File: config.mk
export PLATFORM = sky130hd
export DESIGN_NAME = ren_tri_setup_v2
export DESIGN_NICKNAME = d
export VERILOG_FILES = /design/src/rtl/ren_tri_setup_v2.sv
export SDC_FILE = /design/constraint.sdc
export NUM_CORES = 2
export LEC_CHECK = 0
export CORE_MARGIN = 8
export CORE_UTILIZATION = 30
export DETAILED_ROUTE_END_ITERATION = 8
export PLACE_DENSITY = 0.47
export SYNTH_ARGS = -nofsm -noshare
export SYNTH_HDL_FRONTEND = slang
export SYNTH_SLANG_ARGS = --single-unit
File: constraint.sdc
create_clock -name clk -period 22 [get_ports clk]
set_input_delay 6.6 -clock clk [delete_from_list [all_inputs] [get_ports clk]]
set_output_delay 6.6 -clock clk [all_outputs]
set_load 0.05 [all_outputs]
File: src/rtl/ren_tri_setup_v2.sv
// Triangle setup stage: edge equations, signed area, culling, clamped tile bbox and attribute deltas.
// One shared multiplier pair produces the three edge c terms over three consecutive cycles.
module ren_tri_setup_v2 #(
    parameter int COORD_W   = 16,
    parameter int ATTR_W    = 16,
    parameter int NUM_ATTR  = 4,
    parameter int TILE_LOG2 = 3,
    parameter int SCREEN_W  = 640,
    parameter int SCREEN_H  = 480
) (
    input  logic                             clk,
    input  logic                             rstn,
    input  logic                             i_valid,
    output logic                             o_ready,
    input  logic [3*COORD_W-1:0]             i_vtx_x,
    input  logic [3*COORD_W-1:0]             i_vtx_y,
    input  logic [3*NUM_ATTR*ATTR_W-1:0]     i_attr,
    input  logic [1:0]                       i_cull_mode,
    output logic                             o_valid,
    input  logic                             i_ready,
    output logic [3*(COORD_W+1)-1:0]         o_e_a,
    output logic [3*(COORD_W+1)-1:0]         o_e_b,
    output logic [3*(2*COORD_W+1)-1:0]       o_e_c,
    output logic [2*COORD_W+2:0]             o_area2,
    output logic [15:0]                      o_min_tile_x,
    output logic [15:0]                      o_min_tile_y,
    output logic [15:0]                      o_steps_x,
    output logic [15:0]                      o_steps_y,
    output logic [NUM_ATTR*ATTR_W-1:0]       o_attr_base,
    output logic [NUM_ATTR*(ATTR_W+1)-1:0]   o_attr_d0,
    output logic [NUM_ATTR*(ATTR_W+1)-1:0]   o_attr_d1,
    output logic [15:0]                      o_cull_cnt,
    output logic                             o_idle
);
    // Input handshake: accept when i_valid && o_ready; output transfer when o_valid && i_ready.
    localparam int AW = COORD_W + 1;
    localparam int PW = 2 * COORD_W;
    localparam int CW = 2 * COORD_W + 1;
    localparam int RW = 2 * COORD_W + 3;
    localparam int DW = ATTR_W + 1;
    localparam int VW = NUM_ATTR * ATTR_W;
    localparam logic signed [31:0] XMAX = 32'(SCREEN_W - 1);
    localparam logic signed [31:0] YMAX = 32'(SCREEN_H - 1);

    typedef enum logic [2:0] {
        S_IDLE, S_EDGE, S_CMUL0, S_CMUL1, S_CMUL2, S_AREA, S_ATTR, S_OUT
    } state_t;

    state_t state_q, state_d;
    logic [2:0] attr_idx_q;

    logic signed [COORD_W-1:0] x_q [3];
    logic signed [COORD_W-1:0] y_q [3];
    logic [3*VW-1:0]           attr_q;
    logic [1:0]                mode_q;
    logic signed [AW-1:0]      a_q [3];
    logic signed [AW-1:0]      b_q [3];
    logic signed [CW-1:0]      c_q [3];

    logic [3*AW-1:0]       e_a_q, e_b_q;
    logic [3*CW-1:0]       e_c_q;
    logic [RW-1:0]         area2_q;
    logic [15:0]           min_tx_q, min_ty_q, steps_x_q, steps_y_q, cull_cnt_q;
    logic [VW-1:0]         base_q;
    logic [NUM_ATTR*DW-1:0] d0_q, d1_q;

    function automatic logic signed [AW-1:0] sext1(input logic signed [COORD_W-1:0] v);
        return $signed({v[COORD_W-1], v});
    endfunction

    function automatic logic signed [PW-1:0] sextm(input logic signed [COORD_W-1:0] v);
        return $signed({{COORD_W{v[COORD_W-1]}}, v});
    endfunction

    function automatic logic signed [31:0] s32(input logic signed [COORD_W-1:0] v);
        return $signed({{(32-COORD_W){v[COORD_W-1]}}, v});
    endfunction

    function automatic logic signed [31:0] clamp(input logic signed [31:0] v,
                                                 input logic signed [31:0] hi);
        if (v < 32'sd0) return 32'sd0;
        if (v > hi) return hi;
        return v;
    endfunction

    logic signed [AW-1:0] a_w [3];
    logic signed [AW-1:0] b_w [3];

    always_comb begin
        for (int k = 0; k < 3; k++) begin
            a_w[k] = sext1(y_q[k]) - sext1(y_q[(k+1)%3]);
            b_w[k] = sext1(x_q[(k+1)%3]) - sext1(x_q[k]);
        end
    end

    // The CMUL state selects which edge k (and its successor j) feeds the multiplier pair.
    logic [1:0] ck, cj;
    logic signed [PW-1:0] m_xk, m_yj, m_xj, m_yk, prod0, prod1;
    logic signed [CW-1:0] c_w;

    always_comb begin
        ck = 2'd0;
        case (state_q)
            S_CMUL1: ck = 2'd1;
            S_CMUL2: ck = 2'd2;
            default: ck = 2'd0;
        endcase
        cj = (ck == 2'd2) ? 2'd0 : ck + 2'd1;
    end

    assign m_xk  = sextm(x_q[ck]);
    assign m_yj  = sextm(y_q[cj]);
    assign m_xj  = sextm(x_q[cj]);
    assign m_yk  = sextm(y_q[ck]);
    assign prod0 = m_xk * m_yj;
    assign prod1 = m_xj * m_yk;
    assign c_w   = $signed({prod0[PW-1], prod0}) - $signed({prod1[PW-1], prod1});

    logic signed [RW-1:0] area_w;
    assign area_w = $signed({{2{c_q[0][CW-1]}}, c_q[0]})
                  + $signed({{2{c_q[1][CW-1]}}, c_q[1]})
                  + $signed({{2{c_q[2][CW-1]}}, c_q[2]});

    logic signed [31:0] xs [3];
    logic signed [31:0] ys [3];
    logic signed [31:0] min_x, max_x, min_y, max_y;
    logic signed [31:0] cmin_x, cmax_x, cmin_y, cmax_y;
    logic [15:0] tmin_x, tmax_x, tmin_y, tmax_y;
    logic area_zero, area_neg, offscreen, cull;

    always_comb begin
        for (int k = 0; k < 3; k++) begin
            xs[k] = s32(x_q[k]);
            ys[k] = s32(y_q[k]);
        end
        min_x = xs[0];
        max_x = xs[0];
        min_y = ys[0];
        max_y = ys[0];
        for (int k = 1; k < 3; k++) begin
            if (xs[k] < min_x) min_x = xs[k];
            if (xs[k] > max_x) max_x = xs[k];
            if (ys[k] < min_y) min_y = ys[k];
            if (ys[k] > max_y) max_y = ys[k];
        end
        cmin_x = clamp(min_x, XMAX);
        cmax_x = clamp(max_x, XMAX);
        cmin_y = clamp(min_y, YMAX);
        cmax_y = clamp(max_y, YMAX);
        tmin_x = 16'(cmin_x >>> TILE_LOG2);
        tmax_x = 16'(cmax_x >>> TILE_LOG2);
        tmin_y = 16'(cmin_y >>> TILE_LOG2);
        tmax_y = 16'(cmax_y >>> TILE_LOG2);
        // Off-screen test uses the unclamped box.
        area_zero = (area_w == '0);
        area_neg  = area_w[RW-1];
        offscreen = (max_x < 32'sd0) || (min_x > XMAX) || (max_y < 32'sd0) || (min_y > YMAX);
        cull = area_zero || ((mode_q == 2'd1) && area_neg)
             || ((mode_q == 2'd2) && !area_neg && !area_zero) || offscreen;
    end

    logic signed [ATTR_W-1:0] at0, at1, at2;
    logic signed [DW-1:0]     ad0_w, ad1_w;

    assign at0   = attr_q[0*VW + int'(attr_idx_q)*ATTR_W +: ATTR_W];
    assign at1   = attr_q[1*VW + int'(attr_idx_q)*ATTR_W +: ATTR_W];
    assign at2   = attr_q[2*VW + int'(attr_idx_q)*ATTR_W +: ATTR_W];
    assign ad0_w = $signed({at0[ATTR_W-1], at0}) - $signed({at2[ATTR_W-1], at2});
    assign ad1_w = $signed({at1[ATTR_W-1], at1}) - $signed({at2[ATTR_W-1], at2});

    always_comb begin
        state_d = state_q;
        case (state_q)
            S_IDLE:  if (i_valid) state_d = S_EDGE;
            S_EDGE:  state_d = S_CMUL0;
            S_CMUL0: state_d = S_CMUL1;
            S_CMUL1: state_d = S_CMUL2;
            S_CMUL2: state_d = S_AREA;
            S_AREA:  state_d = cull ? S_IDLE : S_ATTR;
            S_ATTR:  if (attr_idx_q == 3'(NUM_ATTR-1)) state_d = S_OUT;
            S_OUT:   if (i_ready) state_d = S_IDLE;
            default: state_d = S_IDLE;
        endcase
    end

    always_ff @(posedge clk) begin
        if (!rstn) begin
            state_q    <= S_IDLE;
            attr_idx_q <= '0;
            attr_q     <= '0;
            mode_q     <= '0;
            for (int k = 0; k < 3; k++) begin
                x_q[k] <= '0;
                y_q[k] <= '0;
                a_q[k] <= '0;
                b_q[k] <= '0;
                c_q[k] <= '0;
            end
            e_a_q      <= '0;
            e_b_q      <= '0;
            e_c_q      <= '0;
            area2_q    <= '0;
            min_tx_q   <= '0;
            min_ty_q   <= '0;
            steps_x_q  <= '0;
            steps_y_q  <= '0;
            base_q     <= '0;
            d0_q       <= '0;
            d1_q       <= '0;
            cull_cnt_q <= '0;
        end else begin
            state_q <= state_d;
            case (state_q)
                S_IDLE: if (i_valid) begin
                    for (int k = 0; k < 3; k++) begin
                        x_q[k] <= i_vtx_x[k*COORD_W +: COORD_W];
                        y_q[k] <= i_vtx_y[k*COORD_W +: COORD_W];
                    end
                    attr_q     <= i_attr;
                    mode_q     <= i_cull_mode;
                    attr_idx_q <= '0;
                end
                S_EDGE: for (int k = 0; k < 3; k++) begin
                    a_q[k] <= a_w[k];
                    b_q[k] <= b_w[k];
                end
                S_CMUL0, S_CMUL1, S_CMUL2: c_q[ck] <= c_w;
                S_AREA: begin
                    // Culled triangles leave the visible outputs untouched.
                    if (cull) begin
                        cull_cnt_q <= cull_cnt_q + 16'd1;
                    end else begin
                        for (int k = 0; k < 3; k++) begin
                            e_a_q[k*AW +: AW] <= a_q[k];
                            e_b_q[k*AW +: AW] <= b_q[k];
                            e_c_q[k*CW +: CW] <= c_q[k];
                        end
                        area2_q   <= area_w;
                        min_tx_q  <= tmin_x;
                        min_ty_q  <= tmin_y;
                        steps_x_q <= tmax_x - tmin_x + 16'd1;
                        steps_y_q <= tmax_y - tmin_y + 16'd1;
                    end
                end
                S_ATTR: begin
                    base_q[int'(attr_idx_q)*ATTR_W +: ATTR_W] <= at2;
                    d0_q[int'(attr_idx_q)*DW +: DW]           <= ad0_w;
                    d1_q[int'(attr_idx_q)*DW +: DW]           <= ad1_w;
                    attr_idx_q <= attr_idx_q + 3'd1;
                end
                default: ;
            endcase
        end
    end

    assign o_ready      = (state_q == S_IDLE);
    assign o_idle       = (state_q == S_IDLE);
    assign o_valid      = (state_q == S_OUT);
    assign o_e_a        = e_a_q;
    assign o_e_b        = e_b_q;
    assign o_e_c        = e_c_q;
    assign o_area2      = area2_q;
    assign o_min_tile_x = min_tx_q;
    assign o_min_tile_y = min_ty_q;
    assign o_steps_x    = steps_x_q;
    assign o_steps_y    = steps_y_q;
    assign o_attr_base  = base_q;
    assign o_attr_d0    = d0_q;
    assign o_attr_d1    = d1_q;
    assign o_cull_cnt   = cull_cnt_q;

endmodule

[Word-level counts from Yosys, hierarchy flattened]
Memories as Yosys holds them, arrays and structs flattened. A register that Yosys moved wholly into a read port is not among the register bits.
Cells that the tools add are included.
Word-level totals
  bits in registers: 614
  memory bits (writable): 297
  input port bits: 294
  output and inout port bits: 519
  logic and storage cells: 196
  memories kept: 5
Memory list
  c_q: depth 3, bits a word 33, rd ports 3, clocked after memory_dff 0, write ports 3, line 58  | logic signed [CW-1:0] c_q [3];
  a_q: depth 3, bits a word 17, rd ports 3, clocked after memory_dff 3, write ports 3, line 56  | logic signed [AW-1:0] a_q [3];
  b_q: depth 3, bits a word 17, rd ports 3, clocked after memory_dff 3, write ports 3, line 57  | logic signed [AW-1:0] b_q [3];
  x_q: depth 3, bits a word 16, rd ports 5, clocked after memory_dff 0, write ports 3, line 52  | logic signed [COORD_W-1:0] x_q [3];
  y_q: depth 3, bits a word 16, rd ports 5, clocked after memory_dff 0, write ports 3, line 53  | logic signed [COORD_W-1:0] y_q [3];
Cells by class
  add/sub/neg operators: 22
  $mul: 3
  $lt $le $gt $ge: 16
  equality and inequality tests: 14
  shifts and indexed selects: 8
  mux-type cells: 74
  bitwise gates (word level): 13
  reduce and logical (&&, ||, !) cells: 27
Operator list (number)
  2-to-1 mux 19 bit: 16
  2-to-1 mux 32 bit: 8
  variable part select 192 x 10 -> 16 bit: 1
  variable part select 192 x 8 -> 16 bit: 1
  variable part select 192 x 9 -> 16 bit: 1
  bitwise mux 68 bit: 2
  variable part select 17 x 33 -> 68 bit: 2
  subtractor 16 x 16 -> 17 bit: 8
  < comparator 32 x 1 -> 1 bit, second input constant: 4
  2-to-1 mux 17 bit: 6
  2-to-1 mux 16 bit: 6
  variable shift 17 x 33 -> 68 bit, first input constant: 1
  bitwise mux 64 bit: 1
  > comparator 16 x 32 -> 1 bit: 2
  > comparator 32 x 10 -> 1 bit, second input constant: 2
  > comparator 32 x 11 -> 1 bit, second input constant: 2
  < comparator 16 x 32 -> 1 bit: 2
  multiplier 16 x 16 -> 32 bit: 2
  variable shift 16 x 33 -> 64 bit, first input constant: 1
  variable part select 16 x 33 -> 64 bit: 1
  adder 16 x 1 -> 16 bit, second input constant: 3
  adder 34 x 33 -> 35 bit: 1
  logical NOT 35 bit: 1
  adder 33 x 33 -> 34 bit: 1
  other kinds (36): 102

[Logic depth before layout (Yosys ltp)]
An unclocked memory read counts as a cell.
  depth in word-level cells: 12
  mapped depth: 42
  gate-level depth less buffers: 39

[Worst setup path after synthesis]
OpenSTA, ideal clock, no wires.
  path type: input to register
  start point: input rstn
  end point: memory a_q[0][0] (netlist bit) (enable)
  setup time: 1500 ps
  data arrival time: 10704 ps
  data required time: 20500 ps
  path slack: 9797 ps
  cell stages on the path: 5
  path buffers: 4
  path through: clkbuf_1 clkbuf_1 clkbuf_1 clkbuf_1 o21ai_0
RTL lines
  start: declaration: line 12  | input logic rstn,
  end: declaration: line 56

==> key figures <==
Flow run
  • Max-cap viol count: 0

Synth
  • Largest area contributor in the netlist: dfxtp_1
  • Synthesized area: 70000 um2
  • Post-synth EDFFs: 297
  • Async S/R FF share, synth: 0%
  • Netlist cell types: 90
  • Seq/Total Area, Yosys: 33.0%
  • Ranking of synthesized cells by area: dfxtp_1 (20%), fa_1 (18%), edfxtp_1 (13%)
  • Main synth FF type: dfxtp_1
  • Avg Cell Area, Syn: 8.89 um2
  • Synthesis Warnings: 0
  • Yosys reg bits: 1005
  • Top cell type's share of synthesized area: 20.3%
  • Post-synthesis cell count: 7866

Drt
  • Final WL: 292 mm
  • Initial drt markers: 4607
  • Vias: 59100
  • DRC: 0
  • Detail Route Antenna Nets: 0
  • DRT Pass-1 Iters: 5
  • WL per Instance: 25.2 um
  • DR vias/cell: 5.09

Global routing
  • Gr ovfl total: 0
  • Gr usage total: 22.7%
  • Initial antenna violation count: 17
  • Vias in the first global route: 59300
  • First-pass GRT wire length: 422 mm
  • Largest net degree at the start of global routing: 218

Finish
  • Nets: 9834
  • Filler instances: 23700
  • Fin area: 85000 um2
  • Ratio of cells with drive above 1 in the final layout: 4.44%
  • Layout Cells excl Fill: 11600
  • Area Growth Syn to Fin: 21.4%

Timing
  • Slew HR: 6.93%
  • Hold Vio Cnt, Final: 0
  • Final period util: 51.0%
  • Worst slew pin tran: 1.38 ns
  • Setup TNS: 0 ns
  • Clock Skews: 0.0988 ns
  • Maximum operating frequency: 0.0891 GHz
  • Max-slew violation count: 0
  • Min cycle time layout: 11.23 ns
  • RSZ-0062 raised after global routing: false
  • Final setup fails: 0

Placement
  • Post-place instance area: 81000 um2
  • Cells after DPL: 11400
  • Port Buffer Count: 804
  • Post-DP HPWL: 234 mm
  • Routability cong.: 0.929

Setup path
  • Buf/Inv on CP: 8
  • Delay-heaviest family, CP: adder cells
  • CP Class: reg2reg
  • Worst r2r src: state_q[0]$_SDFFE_PN0P_
  • Max FO, Critical Path: 46
  • Most used cell, CP: fa_1
  • Worst setup SP type: flop
  • Critical Path RT: 22.51 ns
  • Crit path capture type: flop
  • CP Launch Point: state_q[0]$_SDFFE_PN0P_
  • Critical-path top delay cell: nor2_1
  • Crit-path max cell delay: 1.03 ns
  • Worst Path Arrival: 11.74 ns

Clocking
  • Num CTS Buffers: 115
  • Clock latency at the later pin of the worst-skew pair: 0.84 ns
  • Clk slew on worst S/H paths: 0.06 ns
  • Clock sink count: 1005
  • Hold Buf Count CTS: 0
  • CTS HTree Levels: 3
  • CTS Root Cell: clkbuf_16
  • Post-CTS sizing: 0
  • CTS tree: done
  • Clock buffer depth: 3
  • Setup bufs post-CTS: 0

Floorplan
  • Ports: 813
  • Initial core utilization: 30.1%
  • Rows: 177
  • Die Footprint: 249000 um2
  • Core area: 232000 um2
  • Die width: 499 um
  • Die Ht: 499 um

Outcome
  • Status: finished, final reports clean

Min path
  • Min-delay src: attr_q[33]$_SDFFE_PN0P_
  • Hold Crit Class: reg2reg
==> final timing paths <==
kind / end / slack [ns] / cells after the start
hold / removal: attr_q[33]$_SDFFE_PN0P_ / 0.45 / 2
setup / recovery: c_q[2][30]$_SDFFCE_PN0P_ / 10.77 / 34
hold reg to reg: attr_q[33]$_SDFFE_PN0P_ / 0.45 / 2
setup reg to reg: c_q[2][30]$_SDFFCE_PN0P_ / 10.77 / 34
==> layout by cell type (no fill, tap or decap), types with 43 or more instances in the layout <==
cell and instances:
clkbuf_16 119, edfxtp_1 297, o21ai_0 388, nand2_1 1325, nor2b_1 45, and3_1 134, a22oi_1 81, buf_4 86
a21o_1 75, nand2b_1 55, clkdlybuf4s50_1 803, nor2_1 736, o21a_1 43, o31ai_1 45, dfxtp_1 706, nor3_1 98
xor2_1 48, xnor2_1 111, inv_1 729, nand3_1 344, a21oi_1 553, mux4_2 48, fa_1 635, ha_1 442
==> routing by layer <==
metal	up-vias	GRT usage, %	share of wire, %
li1	27400	-	-
met4	10	8.09	4.1
met3	375	4.11	6.0
met2	1878	37.8	46
met1	29400	29.7	43
met5	-	0	0.022
==> cell families (layout without fill, tap and decap cells) <==
group,after synthesis,in the layout,share of synthesized area [%]
AO/OA/AOI/OAI,1453,1453,12.4
XOR/XNOR,159,159,1.99
adder cells (fa/ha/maj),1077,1077,26.1
buffers and inverters,1176,1839,6.52
flip-flops,1005,1005,33.0
multiplexers,79,79,1.99
other,2,39,0.0107
AND/OR/NAND/NOR,2915,2915,18.0
==> flip-flops by register name, summed over array words and instances (netlist names), 12 cells and up <==
name / count
o_cull_cnt: 16
o_area2: 35
o_steps_x: 16
a_q: 51
o_attr_base: 64
o_e_a: 51
o_e_b: 51
y_q: 48
o_min_tile_y: 12
o_attr_d0: 68
attr_q: 192
o_e_c: 99
b_q: 51
o_attr_d1: 68
c_q: 99
x_q: 48
o_min_tile_x: 12
o_steps_y: 16
==> metrics by stage <==
step	hold slack [ns]	setup slack [ns]	util, %
finish	0.452	10.77	36.6
global route	0.469	10.10	36.6
CTS	0.452	10.90	36.6
detailed placement	0.443	10.93	34.9
global placement	0.441	11.03	34.9
floorplan	0.433	9.80	-
==> Yosys cell counts (25+ instances only) <==
| library cell | count |
|---|---|
| xor2_1 | 48 |
| nor2b_1 | 45 |
| buf_1 | 30 |
| nand2b_1 | 55 |
| a22oi_1 | 81 |
| mux4_2 | 48 |
| inv_1 | 729 |
| a211oi_1 | 25 |
| nand3_1 | 347 |
| nand4_1 | 31 |
| dfxtp_1 | 708 |
| clkbuf_1 | 358 |
| a21boi_0 | 31 |
| o31ai_1 | 45 |
| and2_1 | 37 |
| o21ai_1 | 26 |
| fa_1 | 635 |
| nor2_1 | 736 |
| o21ai_0 | 391 |
| nand2_1 | 1330 |
| a21o_1 | 75 |
| ha_1 | 442 |
| buf_4 | 31 |
| xnor2_1 | 111 |
| edfxtp_1 | 297 |
| mux2i_1 | 30 |
| nor3_1 | 101 |
| a21oi_1 | 558 |
| and3_1 | 134 |
| o21a_1 | 43 |
==> layout make-up <==
type	instances	area (um2)	share of cell area [%]
diodes	5	12.5	0.0147
clock buffers	179	3450	4.06
repair buffers	894	8780	10.3
well taps	3043	3810	4.48
clock inverters	36	509	0.599
multi-input cells	5717	42600	50.1
flip-flops and latches	1005	23100	27.2
inverters	730	2750	3.23
==> worst min-delay path, cell delays in order (launching register included) <==
cell and delay, ns:
dfxtp_1 0.31, nand2_1 0.05, a21oi_1 0.05
Power is not shown: default switching activity piles up to over one toggle a cycle in this logic, so the estimate is an artifact.
